==> config.mk <==
export PLATFORM = sky130hd
export DESIGN_NAME = jogador_param
export DESIGN_NICKNAME = d
export VERILOG_FILES = /design/src/rtl/jogador_param.sv
export SDC_FILE = /design/constraint.sdc
export NUM_CORES = 1
export LEC_CHECK = 0
export ABC_CLOCK_PERIOD_IN_PS = 4100
export BUFFER_PORTS_ARGS = -buffer_cell sky130_fd_sc_hd__buf_4
export CAP_MARGIN = 40
export CORE_ASPECT_RATIO = 0.7
export CORE_MARGIN = 10
export CORE_UTILIZATION = 45
export CTS_CLUSTER_SIZE = 10
export DETAILED_ROUTE_END_ITERATION = 6
export SLEW_MARGIN = 10
export SYNTH_ARGS = -nofsm -noshare
export SYNTH_HDL_FRONTEND = slang
export SYNTH_SLANG_ARGS = --single-unit
==> constraint.sdc <==
create_clock -name CLOCK_50 -period 4.1 [get_ports CLOCK_50]
set_input_delay 1.23 -clock CLOCK_50 [delete_from_list [all_inputs] [get_ports CLOCK_50]]
set_output_delay 1.23 -clock CLOCK_50 [all_outputs]
set_load 0.02 [all_outputs]
==> src/rtl/jogador_param.sv <==
// Light-cycle player controller for the VGA trail game.
// Owns position, heading, step timing, border/trail collision, trail writes
// and framebuffer clearing. Framebuffer access goes through request/acknowledge
// ports so several players can share one arbitrated RAM.
//
// Ports:
//   CLOCK_50, reset            clock and synchronous active-high reset
//   reiniciar                  restart: clear framebuffer, then READY
//   enable                     start request (READY only)
//   btn_ccw, btn_cw            active-low turn buttons
//   pixel_x, pixel_y           next pixel drawn by the VGA scan
//   fb_rd_*                    framebuffer read request/data
//   fb_wr_*                    framebuffer write request/accept
//   head_on                    registered head-overlay bit
//   pos_x, pos_y, dir          current cell and heading
//   ready, alive, crashed      status flags
module jogador_param #(
  parameter int unsigned SCREEN_W   = 640,
  parameter int unsigned SCREEN_H   = 480,
  parameter int unsigned BORDER     = 16,
  parameter int unsigned CELL       = 8,
  parameter int unsigned START_X    = 216,
  parameter int unsigned START_Y    = 240,
  parameter int unsigned START_DIR  = 0,
  parameter int unsigned STEP_TICKS = 1000000,
  parameter logic [7:0]  TRAIL_CODE = 8'h01
) (
  input  logic        CLOCK_50,
  input  logic        reset,
  input  logic        reiniciar,
  input  logic        enable,
  input  logic        btn_ccw,
  input  logic        btn_cw,
  input  logic [9:0]  pixel_x,
  input  logic [9:0]  pixel_y,
  output logic        fb_rd_req,
  output logic [18:0] fb_rd_addr,
  input  logic        fb_rd_valid,
  input  logic [7:0]  fb_rd_data,
  output logic        fb_wr_en,
  output logic [18:0] fb_wr_addr,
  output logic [7:0]  fb_wr_data,
  input  logic        fb_wr_ready,
  output logic        head_on,
  output logic [9:0]  pos_x,
  output logic [9:0]  pos_y,
  output logic [1:0]  dir,
  output logic        ready,
  output logic        alive,
  output logic        crashed
);

  localparam int unsigned Total = SCREEN_W * SCREEN_H;
  localparam int unsigned CellW = (CELL > 1) ? $clog2(CELL) : 1;

  typedef enum logic [2:0] {StClear, StReady, StRun, StRead, StWrite, StDead} state_e;

  state_e           state_q, state_d;
  logic [18:0]      addr_q, addr_d;    // clear counter in CLEAR, trail address in WRITE
  logic [31:0]      step_q, step_d;
  logic [1:0]       pend_q, pend_d;    // pending turn as a heading delta; 0 = none
  logic [1:0]       dir_q, dir_d;
  logic [9:0]       pos_x_q, pos_x_d, pos_y_q, pos_y_d;
  logic [9:0]       fut_x_q, fut_x_d, fut_y_q, fut_y_d;
  logic [CellW-1:0] row_q, row_d, col_q, col_d;
  logic             cw_q, ccw_q, head_q;

  logic [1:0] new_dir;
  logic [9:0] nxt_x, nxt_y;
  logic       hit_border;
  logic       cw_fall, ccw_fall;

  assign cw_fall  = cw_q & ~btn_cw;
  assign ccw_fall = ccw_q & ~btn_ccw;

  // Next cell along the heading after the pending turn. Left/up test before
  // subtracting so the 10-bit coordinate never wraps.
  always_comb begin
    new_dir    = dir_q + pend_q;
    nxt_x      = pos_x_q;
    nxt_y      = pos_y_q;
    hit_border = 1'b0;
    case (new_dir)
      2'd0: begin
        hit_border = ({1'b0, pos_x_q} + 11'(CELL)) >= 11'(SCREEN_W - BORDER);
        nxt_x      = pos_x_q + 10'(CELL);
      end
      2'd1: begin
        hit_border = ({1'b0, pos_y_q} + 11'(CELL)) >= 11'(SCREEN_H - BORDER);
        nxt_y      = pos_y_q + 10'(CELL);
      end
      2'd2: begin
        hit_border = pos_x_q < 10'(BORDER + CELL);
        nxt_x      = pos_x_q - 10'(CELL);
      end
      default: begin
        hit_border = pos_y_q < 10'(BORDER + CELL);
        nxt_y      = pos_y_q - 10'(CELL);
      end
    endcase
  end

  assign fb_rd_addr = 19'(fut_y_q) * 19'(SCREEN_W) + 19'(fut_x_q);

  always_comb begin
    state_d    = state_q;
    addr_d     = addr_q;
    step_d     = step_q;
    pend_d     = pend_q;
    dir_d      = dir_q;
    pos_x_d    = pos_x_q;
    pos_y_d    = pos_y_q;
    fut_x_d    = fut_x_q;
    fut_y_d    = fut_y_q;
    row_d      = row_q;
    col_d      = col_q;
    fb_rd_req  = 1'b0;
    fb_wr_en   = 1'b0;
    fb_wr_addr = addr_q;
    fb_wr_data = 8'h00;

    case (state_q)
      StClear: begin
        fb_wr_en = 1'b1;
        if (fb_wr_ready) begin
          if (addr_q == 19'(Total - 1)) begin
            state_d = StReady;
            addr_d  = '0;
            pos_x_d = 10'(START_X);
            pos_y_d = 10'(START_Y);
            dir_d   = 2'(START_DIR);
          end else begin
            addr_d = addr_q + 19'd1;
          end
        end
      end
      StReady: begin
        if (enable) begin
          state_d = StRun;
          step_d  = '0;
        end
      end
      StRun: begin
        if (step_q == 32'(STEP_TICKS - 1)) begin
          step_d  = '0;
          dir_d   = new_dir;
          pend_d  = 2'd0;
          fut_x_d = nxt_x;
          fut_y_d = nxt_y;
          state_d = hit_border ? StDead : StRead;
        end else begin
          step_d = step_q + 32'd1;
        end
      end
      StRead: begin
        fb_rd_req = 1'b1;
        if (fb_rd_valid) begin
          if (fb_rd_data != 8'h00) begin
            state_d = StDead;
          end else begin
            state_d = StWrite;
            addr_d  = 19'(pos_y_q) * 19'(SCREEN_W) + 19'(pos_x_q);
            row_d   = '0;
            col_d   = '0;
          end
        end
      end
      StWrite: begin
        fb_wr_en   = 1'b1;
        fb_wr_data = TRAIL_CODE;
        if (fb_wr_ready) begin
          if (col_q == CellW'(CELL - 1)) begin
            col_d = '0;
            if (row_q == CellW'(CELL - 1)) begin
              pos_x_d = fut_x_q;
              pos_y_d = fut_y_q;
              state_d = StRun;
            end else begin
              row_d  = row_q + CellW'(1);
              addr_d = addr_q + 19'(SCREEN_W - CELL + 1);
            end
          end else begin
            col_d  = col_q + CellW'(1);
            addr_d = addr_q + 19'd1;
          end
        end
      end
      StDead: ;
      default: state_d = StClear;
    endcase

    // Turn edges only count while playing; a simultaneous pair cancels out.
    if ((state_q == StRun || state_q == StRead || state_q == StWrite) && (cw_fall ^ ccw_fall)) begin
      pend_d = cw_fall ? 2'd1 : 2'd3;
    end

    if (reiniciar) begin
      state_d = StClear;
      addr_d  = '0;
      step_d  = '0;
      pend_d  = 2'd0;
    end
  end

  always_ff @(posedge CLOCK_50) begin
    if (reset) begin
      state_q <= StClear;
      addr_q  <= '0;
      step_q  <= '0;
      pend_q  <= 2'd0;
      dir_q   <= 2'(START_DIR);
      pos_x_q <= 10'(START_X);
      pos_y_q <= 10'(START_Y);
      fut_x_q <= '0;
      fut_y_q <= '0;
      row_q   <= '0;
      col_q   <= '0;
      cw_q    <= 1'b1;
      ccw_q   <= 1'b1;
      head_q  <= 1'b0;
    end else begin
      state_q <= state_d;
      addr_q  <= addr_d;
      step_q  <= step_d;
      pend_q  <= pend_d;
      dir_q   <= dir_d;
      pos_x_q <= pos_x_d;
      pos_y_q <= pos_y_d;
      fut_x_q <= fut_x_d;
      fut_y_q <= fut_y_d;
      row_q   <= row_d;
      col_q   <= col_d;
      cw_q    <= btn_cw;
      ccw_q   <= btn_ccw;
      head_q  <= (state_q != StClear) &&
                 ({1'b0, pixel_x} >= {1'b0, pos_x_q}) &&
                 ({1'b0, pixel_x} < ({1'b0, pos_x_q} + 11'(CELL))) &&
                 ({1'b0, pixel_y} >= {1'b0, pos_y_q}) &&
                 ({1'b0, pixel_y} < ({1'b0, pos_y_q} + 11'(CELL)));
    end
  end

  assign head_on = head_q;
  assign pos_x   = pos_x_q;
  assign pos_y   = pos_y_q;
  assign dir     = dir_q;
  assign ready   = (state_q == StReady);
  assign alive   = (state_q == StRun) || (state_q == StRead) || (state_q == StWrite);
  assign crashed = (state_q == StDead);

endmodule
==> results.json, run 1 <==
{
  "start_util": 0.461,
  "num_rows": 42,
  "avgViaCountPerCell": 5.73,
  "min_from": "row_q[1]$_SDFFE_PP0P_",
  "p_total_mw": 2.14,
  "hold_depth": 2,
  "clk_latency_ns": 0.37,
  "cts.sinks": 107,
  "globalRouteTotalUtil": 0.208,
  "fp.coreArea_um2": 19000,
  "layout_common_cells": "137 x buf_4, 117 x nand2_1, 102 x a21oi_1, 100 x dfxtp_1, 96 x nor2_1",
  "synth_ff_type": "dfxtp_1",
  "powerDensity_nw_per_um2": 209,
  "drt-initial-drc-count": 682,
  "synth_edf_count": 0,
  "reg2reg_slack_ns": 0.92,
  "whs_endpoint": "row_q[1]$_SDFFE_PP0P_",
  "endpoint_kind": "output port",
  "clkTransAtPathRegs_ns": 0.08,
  "violations": "setup timing",
  "synth_cell_types": 81,
  "period_share": 1.01,
  "async_flop_share": 0,
  "detail_route.wl_per_cell_um": 18.2,
  "yosys-top-cells-area": "dfxtp_1 24%, ha_1 13%, a21oi_1 5.9%",
  "holdCritPathClass": "flop to flop",
  "syn_avg_cell_area_um2": 7.67,
  "worst_slack_ns": -0.0364,
  "layout-drive-gt1-share": 0.172,
  "rsz0062_at_grt": "true",
  "ys_ff_latch": 107,
  "detail-route-antenna-nets": 0,
  "drc_errors": 0,
  "portBuffers": 102,
  "postCtsHoldBufs": 0,
  "yosysWarningCount": 0,
  "place_ws_ns": 0.00655,
  "max_cap_violations": 0,
  "htreeDepth": 3,
  "cp.required_ns": 2.87,
  "setup_viol": 2,
  "grt_pass1_vias": 7790,
  "fillers": 1893,
  "critPathLaunchType": "flop",
  "syn_to_final_growth_pct": 16.7,
  "worst_ir_drop_vdd_mv": 0.208,
  "skew_ns": 0.0102,
  "gr-total-overflow": 0,
  "dp.final_hpwl_mm": 20.7,
  "dieArea_um2": 25600,
  "worst_pin_slew_ns": 0.834,
  "setup-tns-final_ns": -0.0541,
  "drt-total-wl_mm": 27.2,
  "cts_buffers": 9,
  "synth_top_area_share": 0.244,
  "antenna_found_initial": 0,
  "synth_area_leader_cell": "dfxtp_1",
  "min_period_ns": 4.14,
  "dieWidth_um": 187,
  "cts_tree": "built",
  "grt_pass1_wl_mm": 43.5,
  "cp_max_fo": 3,
  "fin_nets": 1356,
  "status": "complete, but fails checks",
  "r2r_end": "fut_x_q[9]$_SDFFE_PP0P_",
  "arrival_ns": 2.91,
  "antenna_cells": 0,
  "hold_viol": 0,
  "crit_type": "flop to output port",
  "drt_pass1_iterations": 6,
  "clock.fmax_mhz": 242,
  "syn_area_um2": 8770,
  "timing.rr.start": "dir[1]$_SDFFE_PP0P_",
  "slew_headroom": 0.442,
  "clockBufferDepth": 2,
  "yosysSeqAreaShare": 0.244,
  "r2r.worst_path.cells": 11,
  "globalplace.congestion": 0.908,
  "die-height_um": 137,
  "syn_inst": 1144,
  "pin_count": 110,
  "grt_max_degree": 54,
  "via_count": 8549,
  "final_cells": 1492,
  "crit_start": "fut_y_q[3]$_SDFFE_PP0P_",
  "final_common_cell": "buf_4",
  "p_leak_nw": 4.04,
  "placed_cells": 1469,
  "clockRootBuffer": "clkbuf_16",
  "slew_viol_final": 0
}
[routing by layer]
metal | vias up | share of wire | track usage
li1 | 4290 | - | -
met1 | 3968 | 0.52 | 0.313
met2 | 280 | 0.40 | 0.297
met3 | 11 | 0.071 | 0.0468
met4 | 0 | 0.0052 | 0.0295
met5 | - | 0 | 0
[cell type report]
type / count / area [µm²] / share of cell area
well taps: 264 / 330 / 0.0323
inverters: 53 / 204 / 0.0199
repair buffers: 138 / 1040 / 0.102
flip-flops and latches: 107 / 2150 / 0.210
clock buffers: 10 / 239 / 0.0233
clock inverters: 6 / 62.6 / 0.00611
multi-input cells: 914 / 6210 / 0.607
[how the worst max path moves through the flow]
| stage | cells after the start | slack (ns) | end |
|---|---|---|---|
| global route | 12 | -0.14 | fb_rd_addr[18] |
| CTS | 12 | -0.06 | fb_rd_addr[18] |
| detailed placement | 10 | 0.007 | fb_rd_addr[18] |
| floorplan | 9 | 0.17 | fb_rd_addr[18] |
| global placement | 10 | 0.03 | fb_rd_addr[18] |
| finish | 12 | -0.04 | fb_rd_addr[18] |
[timing repair]
action                                  in CTS  in global routing
buffers inserted                             7                  0
endpoints found under the setup margin       3                  4
resized for setup                           23                 11
pin swaps                                   11                  5
[where the power goes]
group | leakage, nW | switching, mW | internal [mW] | total [mW]
logic | 3.02 | 0.113 | 0.0770 | 0.190
clock network | 0.149 | 0.457 | 0.447 | 0.905
registers | 0.867 | 0.00762 | 1.04 | 1.05
total | 4.04 | 0.579 | 1.57 | 2.14
[flip-flops by register name, indices dropped and copies added (netlist names)]
signal      cells
dir             2
fut_x_q        10
ccw_q           1
cw_q            1
fb_wr_addr     19
pend_q          2
fut_y_q        10
col_q           3
step_q         32
row_q           3
head_on         1
pos_y          10
state_q         3
pos_x          10
[cells by family (layout without fill, tap and decap cells)]
logic type | count (synthesis) | count (layout) | synth area share
and+or+nand+nor | 420 | 420 | 0.238
AOI/OAI and AO/OA | 321 | 321 | 0.235
buffers and inverters | 129 | 207 | 0.0680
DFF | 107 | 107 | 0.244
adders and majority gates | 97 | 97 | 0.143
xor gates and xnor gates | 63 | 63 | 0.0645
muxes | 6 | 6 | 0.00685
other | 1 | 7 | 0.000427
[metrics by stage]
step	hold WS, ns	util	area, µm²
finish	0.478	0.538	10200
global route	0.512	0.538	10200
CTS	0.478	0.535	10200
detailed placement	0.466	0.511	9730
global placement	0.458	0.511	9720
floorplan	0.440	-	8790
[synth_stat cells (all sizes together), types with 36 or more instances]
library cell / n
a21oi: 104
buf: 40
clkbuf: 36
dfxtp: 107
ha: 91
inv: 52
nand2: 118
nand3: 53
nor2: 97
nor3: 39
o21ai: 66
xnor2: 38
[critical path: stages, from the launching register on]
cell     delay [ns]
dfxtp_4        0.39
ha_4           0.21
ha_4           0.16
inv_2          0.05
fa_2           0.22
nor2b_2        0.06
buf_4          0.12
o31a_1         0.31
a21oi_2        0.14
or3b_4         0.41
nor3_4         0.16
xnor2_1        0.14
buf_4          0.16
No activity file was read; power rests on OpenSTA's default activity.
==> run 2: changes to the inputs <==
Settings changed: BUFFER_PORTS_ARGS -buffer_cell sky130_fd_sc_hd__buf_4 to not set, DONT_BUFFER_PORTS set to 1, GPL_ROUTABILITY_DRIVEN set to 0, RECOVER_POWER set to 50.
==> run 2 against run 1 <==
Clock power is 3.3% lower. Worst setup slack better by 0.17 ns. The run ends with capacitance limit, slew limit left. Power is 3.6% lower. Clock skew is 0.0021 ns higher. Die area stayed put. Sequential share of layout area is 1.9 points higher. Via count is 4.7% lower.
==> results.json, run 2 (same netlist as run 1, synthesis figures left out) <==
{
  "status": "complete, but fails checks",
  "violations": "capacitance limit, slew limit",
  "cp.required_ns": 2.87,
  "skew_ns": 0.0122,
  "dp.final_hpwl_mm": 20.5,
  "avgViaCountPerCell": 5.83,
  "grt_max_degree": 54,
  "slew_viol_final": 41,
  "grt_pass1_vias": 7390,
  "largest_reg_flops": 32,
  "gr-total-overflow": 0,
  "fp.coreArea_um2": 19000,
  "period_share": 0.968,
  "crit_type": "flop to output port",
  "crit_start": "fut_y_q[1]$_SDFFE_PP0P_",
  "detail_route.wl_per_cell_um": 19.1,
  "holdCritPathClass": "flop to flop",
  "cp_max_fo": 2,
  "min_from": "row_q[1]$_SDFFE_PP0P_",
  "cts_tree": "built",
  "r2r.worst_path.cells": 9,
  "drt_pass1_iterations": 5,
  "drc_errors": 0,
  "r2r_end": "fb_wr_addr[17]$_SDFFE_PP0P_",
  "final_util": 0.494,
  "place_ws_ns": 0.0612,
  "hold_viol": 0,
  "arrival_ns": 2.74,
  "cts.sinks": 107,
  "layout_common_cells": "117 x nand2_1, 102 x a21oi_1, 102 x dfxtp_1, 97 x nor2_1, 87 x ha_1",
  "antenna_cells": 0,
  "antenna_found_initial": 1,
  "num_rows": 42,
  "powerDensity_nw_per_um2": 220,
  "switchingPower_uw": 550,
  "setup_viol": 0,
  "worst_slack_ns": 0.132,
  "detail-route-antenna-nets": 0,
  "syn_to_final_growth_pct": 7.09,
  "clockBufferDepth": 2,
  "start_util": 0.461,
  "fillers": 1904,
  "globalRouteTotalUtil": 0.203,
  "regMostFlops": "step_q",
  "pin_count": 110,
  "final_common_cell": "nand2_1",
  "final_cells": 1396,
  "worst_hold_slack_ns": 0.478,
  "worst_ir_drop_vdd_mv": 0.188,
  "setup-tns-final_ns": 0,
  "endpoint": "fb_rd_addr[18]",
  "timing.rr.start": "pos_y[5]$_SDFFE_PP1P_",
  "via_count": 8145,
  "dieWidth_um": 187,
  "p_clk_frac": 0.423,
  "placed_cells": 1375,
  "fin_nets": 1260,
  "max_cap_violations": 1,
  "grt_pass1_wl_mm": 42.1,
  "seq_power_share": 0.509,
  "dieArea_um2": 25600,
  "clockRootBuffer": "clkbuf_16",
  "layout-drive-gt1-share": 0.0804,
  "reg2reg_slack_ns": 0.56,
  "worst_pin_slew_ns": 2.55,
  "portBuffers": 0,
  "clock.fmax_mhz": 252,
  "cell_internal_pwr_mw": 1.52,
  "drt-total-wl_mm": 26.7,
  "endpoint_kind": "output port",
  "postCtsHoldBufs": 0,
  "drt-initial-drc-count": 643,
  "switching_share": 0.266,
  "htreeDepth": 3,
  "clk_latency_ns": 0.36,
  "cts_buffers": 9,
  "die-height_um": 137,
  "p_leak_nw": 3.49,
  "min_period_ns": 3.97,
  "critPathLaunchType": "flop",
  "clkTransAtPathRegs_ns": 0.08,
  "combPwrFrac": 0.068,
  "slew_headroom": -0.699
}
-- run 2: per-layer routing --
metal	global-route usage	share of wire	up-vias
li1	-	-	4108
met1	0.291	0.51	3733
met2	0.288	0.40	277
met3	0.0663	0.084	25
met4	0.0438	0.014	2
met5	0	0.00075	-
-- run 2: through the flow --
step	total power [mW]	area, µm²
after floorplan	1.19	8790
after global placement	1.22	9020
after detailed placement	1.22	9020
after CTS	2.09	9380
after global routing	2.14	9390
final	2.07	9390
-- run 2: area by class of cell --
type	count	area, µm²	area share
Multi-Input combinational cell	914	6160	0.656
Sequential cell	107	2150	0.229
Tap cell	264	330	0.0352
Timing Repair Buffer	42	263	0.0280
Clock buffer	9	225	0.0240
Inverter	53	204	0.0217
Clock inverter	7	58.8	0.00626
-- run 2: power groups by stage --
stage                     clock [mW]  combinational [mW]  sequential (mW)
after CTS                      0.892               0.141             1.05
final                          0.875               0.141             1.05
after global placement             0               0.139             1.08
after detailed placement           0               0.140             1.08
after floorplan                    0               0.119             1.07
after global routing           0.925               0.160             1.05
-- run 2: repair_timing --
action | 4_1_cts | 5_1_grt
gates resized for setup | 13 | 19
buffers inserted | 4 | 1
pin swaps | 9 | 8
endpoints found under the setup margin | 3 | 4
-- run 2: worst min-delay path by stage --
| stage | end | slack (ns) | depth (start not counted) |
|---|---|---|---|
| floorplan | pend_q[0]$_SDFFE_PP0P_ | 0.44 | 2 |
| global placement | row_q[1]$_SDFFE_PP0P_ | 0.46 | 2 |
| detailed placement | row_q[1]$_SDFFE_PP0P_ | 0.46 | 2 |
| CTS | row_q[1]$_SDFFE_PP0P_ | 0.47 | 2 |
| global route | row_q[2]$_SDFFE_PP0P_ | 0.49 | 2 |
| finish | row_q[1]$_SDFFE_PP0P_ | 0.48 | 2 |
-- run 2: critical path: stages, from the launching register on --
cell and delay (ns):
dfxtp_1 0.38, ha_4 0.22, ha_4 0.15, inv_2 0.06
fa_2 0.45, nor3b_2 0.22, nand3b_1 0.12, or3b_4 0.41
nor3_4 0.16, xnor2_2 0.19
==> run 3: changes to the inputs <==
Settings changed: CTS_BUF_LIST set to sky130_fd_sc_hd__clkbuf_2.
==> run 3 against run 2 <==
The run ends with setup timing left. Critical path depth up 1. Sequential share of layout area up 0.071 points. Core utilization down 0.066 points. Flip-flop and latch count unchanged. Global-route usage up 0.25 points. Final cell count up 0.29%.
==> results.json, run 3 (same netlist as run 1, synthesis figures left out) <==
{
  "endpoint_kind": "output port",
  "p_leak_nw": 3.46,
  "slew_viol_final": 0,
  "reg2reg_slack_ns": 0.35,
  "regMostFlops": "step_q",
  "timing.critical_path.cells": "buf_6, ha_4, ha_4, inv_2, fa_2, nor3b_2, nand3b_1, or3b_4, nor3_4, xnor2_2",
  "num_rows": 42,
  "final_common_cell": "nand2_1",
  "path_buf_inv": 2,
  "antenna_found_initial": 1,
  "switchingPower_uw": 515,
  "cp.required_ns": 2.87,
  "violations": "setup timing",
  "fin_nets": 1264,
  "antenna_cells": 0,
  "max_cap_violations": 0,
  "layout_common_cells": "118 x nand2_1, 102 x a21oi_1, 101 x dfxtp_1, 97 x nor2_1, 82 x ha_1",
  "worst_slack_ns": -0.232,
  "seq_power_share": 0.620,
  "multi_input_area_um2": 6280,
  "detail_route.wl_per_cell_um": 19.3,
  "globalRouteTotalUtil": 0.206,
  "setup-tns-final_ns": -0.709,
  "fp.coreArea_um2": 19000,
  "p_clk_frac": 0.298,
  "skew_ns": 0.0546,
  "cp_top_family": "simple AND/OR/NAND/NOR gates",
  "postCtsHoldBufs": 0,
  "powerDensity_nw_per_um2": 182,
  "crit_type": "flop to output port",
  "status": "complete, but fails checks",
  "worst_ir_drop_vdd_mv": 0.111,
  "post_dp_cell_area_um2": 9020,
  "dieArea_um2": 25600,
  "drc_errors": 0,
  "avgViaCountPerCell": 5.87,
  "clockRootBuffer": "clkbuf_2",
  "clockBufferDepth": 2,
  "start_util": 0.461,
  "detail-route-antenna-nets": 0,
  "grt_pass1_vias": 7475,
  "combPwrFrac": 0.082,
  "syn_to_final_growth_pct": 6.95,
  "cts_buffers": 9,
  "dp.final_hpwl_mm": 20.5,
  "fin_area_um2": 9380,
  "fillers": 1914,
  "switching_share": 0.301,
  "cts.sinks": 107,
  "drt-initial-drc-count": 692,
  "dieWidth_um": 187,
  "drt_pass1_iterations": 5,
  "final_util": 0.493,
  "pin_count": 110,
  "htreeDepth": 3,
  "regArea_um2": 2150,
  "cp_max_fo": 2,
  "worst_pin_slew_ns": 1.06,
  "grt_max_degree": 54,
  "cp_common_cell": "ha_4",
  "min_period_ns": 4.33,
  "hold_viol": 0,
  "die-height_um": 137,
  "slew_headroom": 0.293,
  "cell_internal_pwr_mw": 1.19,
  "portBuffers": 0,
  "arrival_ns": 3.10,
  "grt_pass1_wl_mm": 42.5,
  "setup_viol": 4,
  "critPathLaunchType": "flop",
  "clock.fmax_mhz": 231,
  "clkTransAtPathRegs_ns": 0.35,
  "gr-total-overflow": 0,
  "via_count": 8211,
  "layout-drive-gt1-share": 0.0942,
  "period_share": 1.06,
  "slowest_delay_ns": 0.44,
  "holdCritPathClass": "flop to flop",
  "largest_reg_flops": 32,
  "worst_path_max_delay_cell": "fa_2",
  "rsz0062_at_grt": "true",
  "drt-total-wl_mm": 27.0,
  "cts_tree": "built",
  "clk_latency_ns": 0.68
}
[run 3: tightest hold or removal path: stages, from the launching register on]
cell and delay [ns]:
dfxtp_1 0.40, nand2_1 0.06, a21oi_1 0.06
[run 3: metrics by stage]
step                power, mW  hold WS [ns]  setup slack (ns)  instances
finish                   1.71         0.497            -0.232       1400
global route             1.78         0.508            -0.428       1400
CTS                      1.73         0.488            -0.323       1400
detailed placement       1.22         0.459            0.0612       1375
global placement         1.22         0.456            0.0605       1375
floorplan                1.19         0.440             0.175       1150
[run 3: power by group through the flow]
stage	Clock (mW)	Combinational (mW)	Sequential, mW
after floorplan	0	0.119	1.07
final	0.510	0.140	1.06
after detailed placement	0	0.140	1.08
after global routing	0.560	0.159	1.06
after CTS	0.523	0.141	1.06
after global placement	0	0.139	1.08
[run 3: path summary, 6_finish.rpt]
kind,from,cells after the start,to
min reg2reg,pend_q[0]$_SDFFE_PP0P_,2,pend_q[0]$_SDFFE_PP0P_
min,pend_q[0]$_SDFFE_PP0P_,2,pend_q[0]$_SDFFE_PP0P_
max reg2reg,state_q[1]$_SDFFE_PP0P_,9,fb_wr_addr[18]$_SDFFE_PP0P_
max,fut_y_q[2]$_SDFFE_PP0P_,10,fb_rd_addr[18]
[run 3: final cells by class]
type,count,area share
clock buffers,9,0.00480
clock inverters,7,0.00627
inverters,53,0.0217
multi-input cells,914,0.670
flip-flops and latches,107,0.230
well taps,264,0.0352
repair buffers,46,0.0328
[run 3: routing by layer]
layer / GRT usage / vias to the layer above / wire, µm
li1: - / 4096 / -
met1: 0.293 / 3802 / 13400
met2: 0.294 / 290 / 10800
met3: 0.0691 / 21 / 2370
met4: 0.0406 / 2 / 323
met5: 0 / - / 20
[run 3: repair_timing]
item,4_1_cts,5_1_grt
resized for setup,32,21
endpoints found under the setup margin,6,6
pin swaps,11,15
buffers inserted,9,1
